[config.mk]
export PLATFORM = sky130hd
export DESIGN_NAME = median_window_gen
export DESIGN_NICKNAME = d
export VERILOG_FILES = /design/src/rtl/median_window_gen.sv
export SDC_FILE = /design/constraint.sdc
export NUM_CORES = 2
export LEC_CHECK = 0
export CAP_MARGIN = 20
export CORE_AREA = 2 2 521 523
export DETAILED_ROUTE_END_ITERATION = 10
export DIE_AREA = 0 0 523 525
export SLEW_MARGIN = 20
export SYNTH_ARGS = -nofsm -noshare
export SYNTH_HDL_FRONTEND = slang
export SYNTH_SLANG_ARGS = --single-unit
export TNS_END_PERCENT = 10
[constraint.sdc]
create_clock -name clk -period 3.9 [get_ports clk]
set_input_delay 0.585 -clock clk [delete_from_list [all_inputs] [get_ports clk]]
set_output_delay 0.585 -clock clk [all_outputs]
set_load 0.02 [all_outputs]
[src/rtl/median_window_gen.sv]
// -----------------------------------------------------------------------------
// median_window_gen
//   Sliding-window generator for the median filter datapath. Each handshake
//   takes one MAX_K-pixel column and shifts it into a MAX_K x MAX_K register
//   window. The window goes to the sorter centre-aligned and masked down to
//   the K x K active region that was chosen at line start. At the end of a
//   line the block inserts C empty columns so that the right-edge pixels
//   still reach the centre.
//
// Ports
//   clk        rising-edge clock
//   rst        asynchronous active-low reset
//   win_sel    window size select, K = MAX_K-2*win_sel (min 3), taken at sol
//   in_col     column pixels, row r at [r*WIDTH +: WIDTH]
//   in_valid   in_col valid
//   in_sol     first column of a line (qualified by in_valid)
//   in_eol     last column of a line (qualified by in_valid)
//   in_ready   block can accept a column this cycle
//   out_win    entry(r,c) {flag,data} at [(r*MAX_K+c)*(WIDTH+1) +: WIDTH+1],
//              c=0 is the newest column
//   out_col    line position of the centre column of out_win
//   out_valid  out_win/out_col valid
//   out_ready  consumer accepts the window
//   err        sticky protocol error flag
// -----------------------------------------------------------------------------
module median_window_gen #(
  parameter int WIDTH = 9,
  parameter int MAX_K = 11,
  parameter int SEL_W = 2,
  parameter int COL_W = 12
) (
  input  logic                               clk,
  input  logic                               rst,
  input  logic [SEL_W-1:0]                   win_sel,
  input  logic [MAX_K*WIDTH-1:0]             in_col,
  input  logic                               in_valid,
  input  logic                               in_sol,
  input  logic                               in_eol,
  output logic                               in_ready,
  output logic [MAX_K*MAX_K*(WIDTH+1)-1:0]   out_win,
  output logic [COL_W-1:0]                   out_col,
  output logic                               out_valid,
  input  logic                               out_ready,
  output logic                               err
);

  localparam int C  = (MAX_K - 1) / 2;
  localparam int EW = WIDTH + 1;
  localparam int HW = $clog2(MAX_K);
  localparam int FW = $clog2(C + 1);

  typedef enum logic [1:0] {IDLE, RUN, FLUSH} state_t;

  state_t                             state;
  logic [MAX_K-1:0][MAX_K-1:0][EW-1:0] win;
  logic [MAX_K-1:0]                   colv;
  logic [C:0][COL_W-1:0]              cpos;
  logic [COL_W-1:0]                   pos_cnt;
  logic [HW-1:0]                      h_reg;
  logic [HW-1:0]                      h_sel;
  logic [FW-1:0]                      flush_cnt;
  logic [MAX_K-1:0]                   act;
  int                                 k_sel;
  int                                 h_int;

  logic stall;
  logic accept;
  logic flush_step;
  logic advance;
  logic sol_acc;

  // Handshake. A held window blocks both new columns and flush steps, so the
  // window registers never move while the consumer is stalling. A column
  // that arrives while IDLE always starts a line, whether or not in_sol is set.
  always_comb begin
    stall      = out_valid & ~out_ready;
    in_ready   = (state != FLUSH) & ~stall;
    accept     = in_valid & in_ready;
    flush_step = (state == FLUSH) & ~stall;
    advance    = accept | flush_step;
    sol_acc    = accept & (in_sol | (state == IDLE));
  end

  // Decode win_sel into the window half-width h = (K-1)/2. K is clamped to 3.
  always_comb begin
    k_sel = MAX_K - 2 * int'(win_sel);
    if (k_sel < 3) begin
      k_sel = 3;
    end
    h_sel = HW'((k_sel - 1) / 2);
  end

  // Window shift register. A line start wipes the older columns so that two
  // lines never blend together. A flush step shifts in an empty column.
  // cpos follows the line position of each column up to the centre tap.
  always_ff @(posedge clk or negedge rst) begin
    if (!rst) begin
      win  <= '0;
      colv <= '0;
      cpos <= '0;
    end else if (advance) begin
      for (int r = 0; r < MAX_K; r++) begin
        for (int c = MAX_K - 1; c > 0; c--) begin
          win[r][c] <= sol_acc ? '0 : win[r][c-1];
        end
        win[r][0] <= accept ? {1'b1, in_col[r*WIDTH +: WIDTH]} : '0;
      end
      colv <= sol_acc ? {{(MAX_K-1){1'b0}}, 1'b1} : {colv[MAX_K-2:0], accept};
      for (int c = C; c > 0; c--) begin
        cpos[c] <= cpos[c-1];
      end
      cpos[0] <= sol_acc ? '0 : pos_cnt;
    end
  end

  // Line control: FSM, flush countdown, column counter, latched window size,
  // output valid and the sticky error flag. out_valid follows the column that
  // is about to land on the centre tap, which is colv[C-1] before the shift.
  always_ff @(posedge clk or negedge rst) begin
    if (!rst) begin
      state     <= IDLE;
      flush_cnt <= '0;
      pos_cnt   <= '0;
      h_reg     <= HW'(C);
      out_valid <= 1'b0;
      err       <= 1'b0;
    end else begin
      if (advance) begin
        out_valid <= sol_acc ? 1'b0 : colv[C-1];
      end else if (out_ready) begin
        out_valid <= 1'b0;
      end

      if (accept) begin
        pos_cnt <= sol_acc ? COL_W'(1) : pos_cnt + COL_W'(1);
        if (sol_acc) begin
          h_reg <= h_sel;
        end
        if ((in_sol && state == RUN) || (!in_sol && state == IDLE)) begin
          err <= 1'b1;
        end
        if (in_eol) begin
          state     <= FLUSH;
          flush_cnt <= FW'(C);
        end else if (sol_acc) begin
          state <= RUN;
        end
      end else if (flush_step) begin
        flush_cnt <= flush_cnt - FW'(1);
        if (flush_cnt == FW'(1)) begin
          state <= IDLE;
        end
      end
    end
  end

  // Mask the window down to the active K x K square around the centre.
  // Entries outside that square go out as all zeros.
  always_comb begin
    h_int   = int'(h_reg);
    act     = '0;
    out_win = '0;
    for (int i = 0; i < MAX_K; i++) begin
      act[i] = (i >= C - h_int) && (i <= C + h_int);
    end
    for (int r = 0; r < MAX_K; r++) begin
      for (int c = 0; c < MAX_K; c++) begin
        if (act[r] && act[c]) begin
          out_win[(r*MAX_K+c)*EW +: EW] = win[r][c];
        end
      end
    end
  end

  assign out_col = cpos[C];

endmodule
* Word-level counts from Yosys, hierarchy flattened *
Index checks and enable logic that the tools add are counted.

word-level totals
  logic and storage cells = 515
  flip-flop bits (word level) = 1310
  output and inout port bits = 1225
  input port bits = 107

cells by class
  bitwise gates (word level) = 10
  add/sub/neg operators = 7
  magnitude comparators = 23
  muxes and demuxes = 257
  eq/ne operators = 6
  reduce and logical (&&, ||, !) cells = 78

operator list
  operator               count
  $mux 10                242
  $le 4x32->1 const A    4
  $logic_and 1x1->1      68
  $le 3x32->1 const A    2
  $le 5x32->1 const A    2
  $le 1x32->1 const A    1
  $le 2x32->1 const A    1
  $mux 32                1
  $sub 32x2->32 const B  1
  $mux 12                2
  $ge 4x5->1 const A     4
  $ge 5x5->1 const A     3
  $add 12x1->12 const B  1
  $ge 3x5->1 const A     2
  $mux 2                 5
  $mux 3                 3
  $and 1x1->1            6
  $reduce_and 2->1       3
  $reduce_bool 2->1      3
  $add 3x4->5 const A    1
  $ge 1x5->1 const A     1
  $ge 2x5->1 const A     1
  $le 4x5->1 const A     1
  $lt 5x3->1 const B     1
  other kinds (17)       22

* Depth between registers and ports, before layout *
  word-level depth = 9
  depth in mapped cells = 11
  depth with buffers taken out = 7

* Worst setup path before layout *
Ideal clock, no wire load.

  path type = register to output
  start = reg h_reg[2]
  end = out out_win[20]
  stages on the path, launching flop included = 11
  path slack = 0.397 ns
  arrival = 2.918 ns
  required time = 3.315 ns
  cell sequence = dfstp_2 -> buf_2 -> inv_1 -> ha_1 -> and2_1 -> ha_1 -> xnor3_1 -> nand2_1 -> buf_2 -> clkbuf_1 -> and3_1

on the way
  word-level cells in the longest chain between the ends = 5
  elaborated cells between the ends (all ways) = 10
  those cells by class = add/sub (2); order compare (4); mux (1); reduce/logical (3)

ends and longest elaborated chain
  what                                               RTL line  text
  start: declaration                                 59        logic [HW-1:0] h_reg;
  start signal: assignment                           124       h_reg <= HW'(C);
  start signal: assignment                           137       h_reg <= h_sel;
  $add 3x4->5 / $sub 3x4->5 (equally long branches)  164       act[i] = (i >= C - h_int) && (i <= C + h_int);
  $le 3x32->1 (tied with other cells)                164
  $logic_and 1x1->1                                  164
  $logic_and 1x1->1 (*)                              168       if (act[r] && act[c]) begin
  $mux 10 (*)                                        168
  end: declaration                                   40        output logic [MAX_K*MAX_K*(WIDTH+1)-1:0] out_win,

Every way passes the cells marked *; elsewhere a longest branch is shown, timed or not.

* Final worst setup path *
  start = reg h_reg[1]
  end = out out_win[721]

on the way
  word-level cells in the longest chain between the ends = 4
  elaborated cells between the ends (all ways) = 6
  those cells by class = add/sub (2); order compare (2); mux (1); reduce/logical (1)

ends and longest elaborated chain
  what                                               RTL line
  $add 3x4->5 / $sub 3x4->5 (equally long branches)  164
  $le 4x32->1 / $ge 4x5->1 (equally long branches)   164
  $logic_and 1x1->1 (*)                              164
  $mux 10 (*)                                        168

Marked as above.

==> impl_metrics.tcl <==
set metrics [dict create \
    status "finished, violations left" \
    violations "setup timing" \
    post_drt_wl_per_cell_um 28.5 \
    finalCritPeriodShare_pct 105 \
    num_io_pins 1332 \
    ys_ff_latch 1194 \
    dpl_cell_area_mm2 0.0748 \
    cts_tree "done" \
    fin_hold_ws_ns 0.365 \
    startpoint_type "flip-flop" \
    r2r_slack_ns 1.15 \
    grt_remaining_overflow 0 \
    synth_area_leaders "dfrtp_1 54%, nand2_1 15%, a21oi_1 9.3%" \
    drv_cap 0 \
    p_int_mw 41.5 \
    synth_top_area_share_pct 54.0 \
    grt.met1_usage_pct 28.6 \
    die_w_um 523 \
    synth.most_common_cell "nand2_1" \
    start_util_pct 20.5 \
    die_height_um 525 \
    max_slew.worst_pin.slew_ns 0.844 \
    grt_pass1_wl_um 439000 \
    fin_area_mm2 0.0825 \
    cts.sinks 1194 \
    vias 55200 \
    fin_skew_ns 0.0710 \
    ys_types 57 \
    clock_power_share_pct 17.5 \
    grt_busiest_layer "met2" \
    dp.final_hpwl_um 229000 \
    clock-root-buffer "clkbuf_16" \
    clock.fmax_mhz 244 \
    cpPeakStageDelay_ns 0.38 \
    clockBufferDepth 3 \
    grt_antenna_before_repair 63 \
    async_flop_share_pct 100 \
    cp.required_ns 3.31 \
    routed_wl_um 329000 \
    fin_util_pct 30.6 \
    gr-usage-met2_pct 35.8 \
    final_nets 7929 \
    drc 0 \
    synth_edf_count 0 \
    syn_inst 6497 \
    critical_path_class "flip-flop to primary output" \
    path_clk_slew_ns 0.07 \
    viasPerCell 4.78 \
    drtIter0Drc 6088 \
    cp_cell_sequence "buf_6 > ha_2 > inv_2 > ha_4 > a21boi_4 > mux2_4 > nor2b_4 > buf_4 > buf_12 > buf_8 > buf_12 > and2_2 > buf_12" \
    hold_violations 0 \
    leakage_nw 40.6 \
    slew_viol_final 0 \
    p_switching_mw 39.4 \
    grt_usage_pct 22.7 \
    yosysWarnings 0 \
    num_rows 191 \
    ys_seq_area_share_pct 54.1 \
    cpMostUsedCell "buf_12" \
    fillers 28300 \
    grt_pass1_vias 53100 \
    p_comb_share_pct 57.6 \
    synth_area_per_cell_um2 8.50 \
    power_density_mw_per_mm2 981 \
    grt_util_met3_pct 5.55 \
    peakVddDrop_uv 845 \
    setup_violations 745 \
    largest_reg_flops 1100 \
    hp-class "input port to flip-flop" \
    setup_slack_ns -0.205 \
    largest-register "win" \
    reg_top3 "win: 1100 flops, cpos: 60 flops" \
    synth_common_cells "2217 x nand2_1, 1192 x dfrtp_1, 1026 x a21oi_1" \
    portBuffers 1331 \
    switching_share_pct 48.7 \
    cp-end-kind "primary output" \
    period_minus_slack_ns 4.11 \
    slew_headroom_pct 43.7 \
    synthDominantAreaCellType "dfrtp_1" \
    pwr-share-seq_pct 24.9 \
    clock_latency_ns 0.82 \
    arrival_ns 3.52 \
    synthesis.nets 6619 \
    synthToLayoutAreaGrowth_pct 49.5 \
    syn_area_mm2 0.0552 \
    worstPathMaxFanout 21 \
    finalWeightedCongestion 0.956 \
    die-area_mm2 0.275 \
    rsz0062_at_grt "true" \
    crit_slowest_cell "dfrtp_1" \
    cts_made_buffers 142 \
    ys.flop_type "dfrtp_1" \
    dr.pass1.iters 7 \
    htreeDepth 4 \
    coreArea_mm2 0.269 \
    drive_gt1_share_pct 16.4 \
    grt_max_degree 121 \
    ant_nets 0 \
]
worst max-delay path, delay by kind of cell, from the launching register on:
| kind | cells | cell delay [ns] |
|---|---|---|
| buffers and inverters | 7 | 1.01 |
| muxes | 1 | 0.34 |
| DFF | 1 | 0.38 |
| and+or+nand+nor | 2 | 0.48 |
| adders and majority gates | 2 | 0.36 |
| AOI/OAI and AO/OA | 1 | 0.13 |
worst paths after layout:
| path | start | endpoint | cells after the start |
|---|---|---|---|
| max reg2reg | state[0]$_DFFE_PN0P_ | win[68]$_DFFE_PN0P_ | 6 |
| max | h_reg[1]$_DFFE_PN0P_ | out_win[721] | 13 |
| min | in_col[34] | win[337]$_DFFE_PN0P_ | 2 |
| min in group asynchronous | rst | win[204]$_DFFE_PN0P_ | 2 |
| max in group asynchronous | rst | win[303]$_DFFE_PN0P_ | 3 |
| min reg2reg | cpos[17]$_DFFE_PN0P_ | cpos[29]$_DFFE_PN0P_ | 2 |
final cells by class:
type                    instances  area, um2  area share [%]
inverters                      27        101           0.123
well taps                    3570       4470            5.41
diodes                         59        148           0.179
multi-input cells            4685      23600            28.6
repair buffers               1757      19400            23.5
flip-flops and latches       1194      29900            36.2
clock buffers                 197       4060            4.92
clock inverters                60        908            1.10
repair_timing:
item / CTS / global route
pin swaps: 19 / 5
resized for setup: 1426 / 395
hold buffers: 1 / 0
cloned: 37 / 11
setup buffers: 83 / 24
hold endpoints to repair: 65 / 0
setup endpoints to repair: 1188 / 1161
power groups by stage:
stage	combinational (mW)	clock [mW]	sequential, mW
after floorplan	16.3	0	17.6
after global placement	35.8	0	20.2
after detailed placement	36.1	0	20.2
after CTS	45.2	14.5	20.0
after global routing	48.9	15.0	20.4
final	46.6	14.1	20.2
stage by stage:
stage / cells / power (mW) / setup TNS (ns) / worst slack (ns)
2_1_floorplan: 6497 / 33.9 / 0 / 0.397
3_3_place_gp: 11100 / 56.0 / -12.10 / -0.260
3_5_place_dp: 11100 / 56.3 / -10.16 / -0.228
4_1_cts: 11500 / 79.7 / -212.46 / -0.339
5_1_grt: 11500 / 84.2 / -215.75 / -0.357
6_report: 11500 / 80.9 / -63.32 / -0.205
cells by family (layout without fill, tap and decap cells):
logic type	count (synthesis)	count (layout)	share of synthesized area (%)
buffers and inverters	618	2041	4.58
other	0	59	0
AND/OR/NAND/NOR	3483	3483	29.2
XOR/XNOR	8	8	0.152
flip-flops	1194	1194	54.1
adder cells (fa/ha/maj)	15	15	0.340
AO/OA/AOI/OAI	1172	1172	11.5
multiplexers	7	7	0.134
metal layers:
metal / vias up / part of all wire [%]
met5: - / 0.0040
met4: 2 / 6.0
met3: 520 / 8.4
met2: 2898 / 45
met1: 27700 / 40
li1: 24000 / -
cells in the final DEF (no fill, tap or decap), types with 7 or more instances in the layout:
| master | n |
|---|---|
| buf_12 | 226 |
| clkbuf_1 | 26 |
| buf_4 | 420 |
| dlymetal6s2s_1 | 41 |
| dlygate4sd2_1 | 383 |
| clkinv_2 | 21 |
| nand2_1 | 2211 |
| buf_8 | 12 |
| nor2_1 | 55 |
| bufinv_16 | 10 |
| and3_4 | 39 |
| nor2b_1 | 9 |
| and3_1 | 667 |
| clkdlybuf4s15_2 | 68 |
| diode_2 | 59 |
| clkbuf_8 | 28 |
| clkbuf_2 | 23 |
| clkdlybuf4s15_1 | 58 |
| a21oi_1 | 1019 |
| bufbuf_16 | 9 |
| inv_1 | 22 |
| clkinvlp_4 | 7 |
| clkinv_16 | 10 |
| ha_4 | 9 |
| clkbuf_16 | 151 |
| and3_2 | 11 |
| buf_16 | 47 |
| a22o_1 | 103 |
| nand3_1 | 10 |
| dfrtp_1 | 1190 |
| buf_6 | 51 |
| and2_4 | 11 |
| buf_2 | 60 |
| a21oi_4 | 7 |
| and2_1 | 418 |
| clkdlybuf4s50_1 | 350 |
Power figures use the tool's default switching activity.
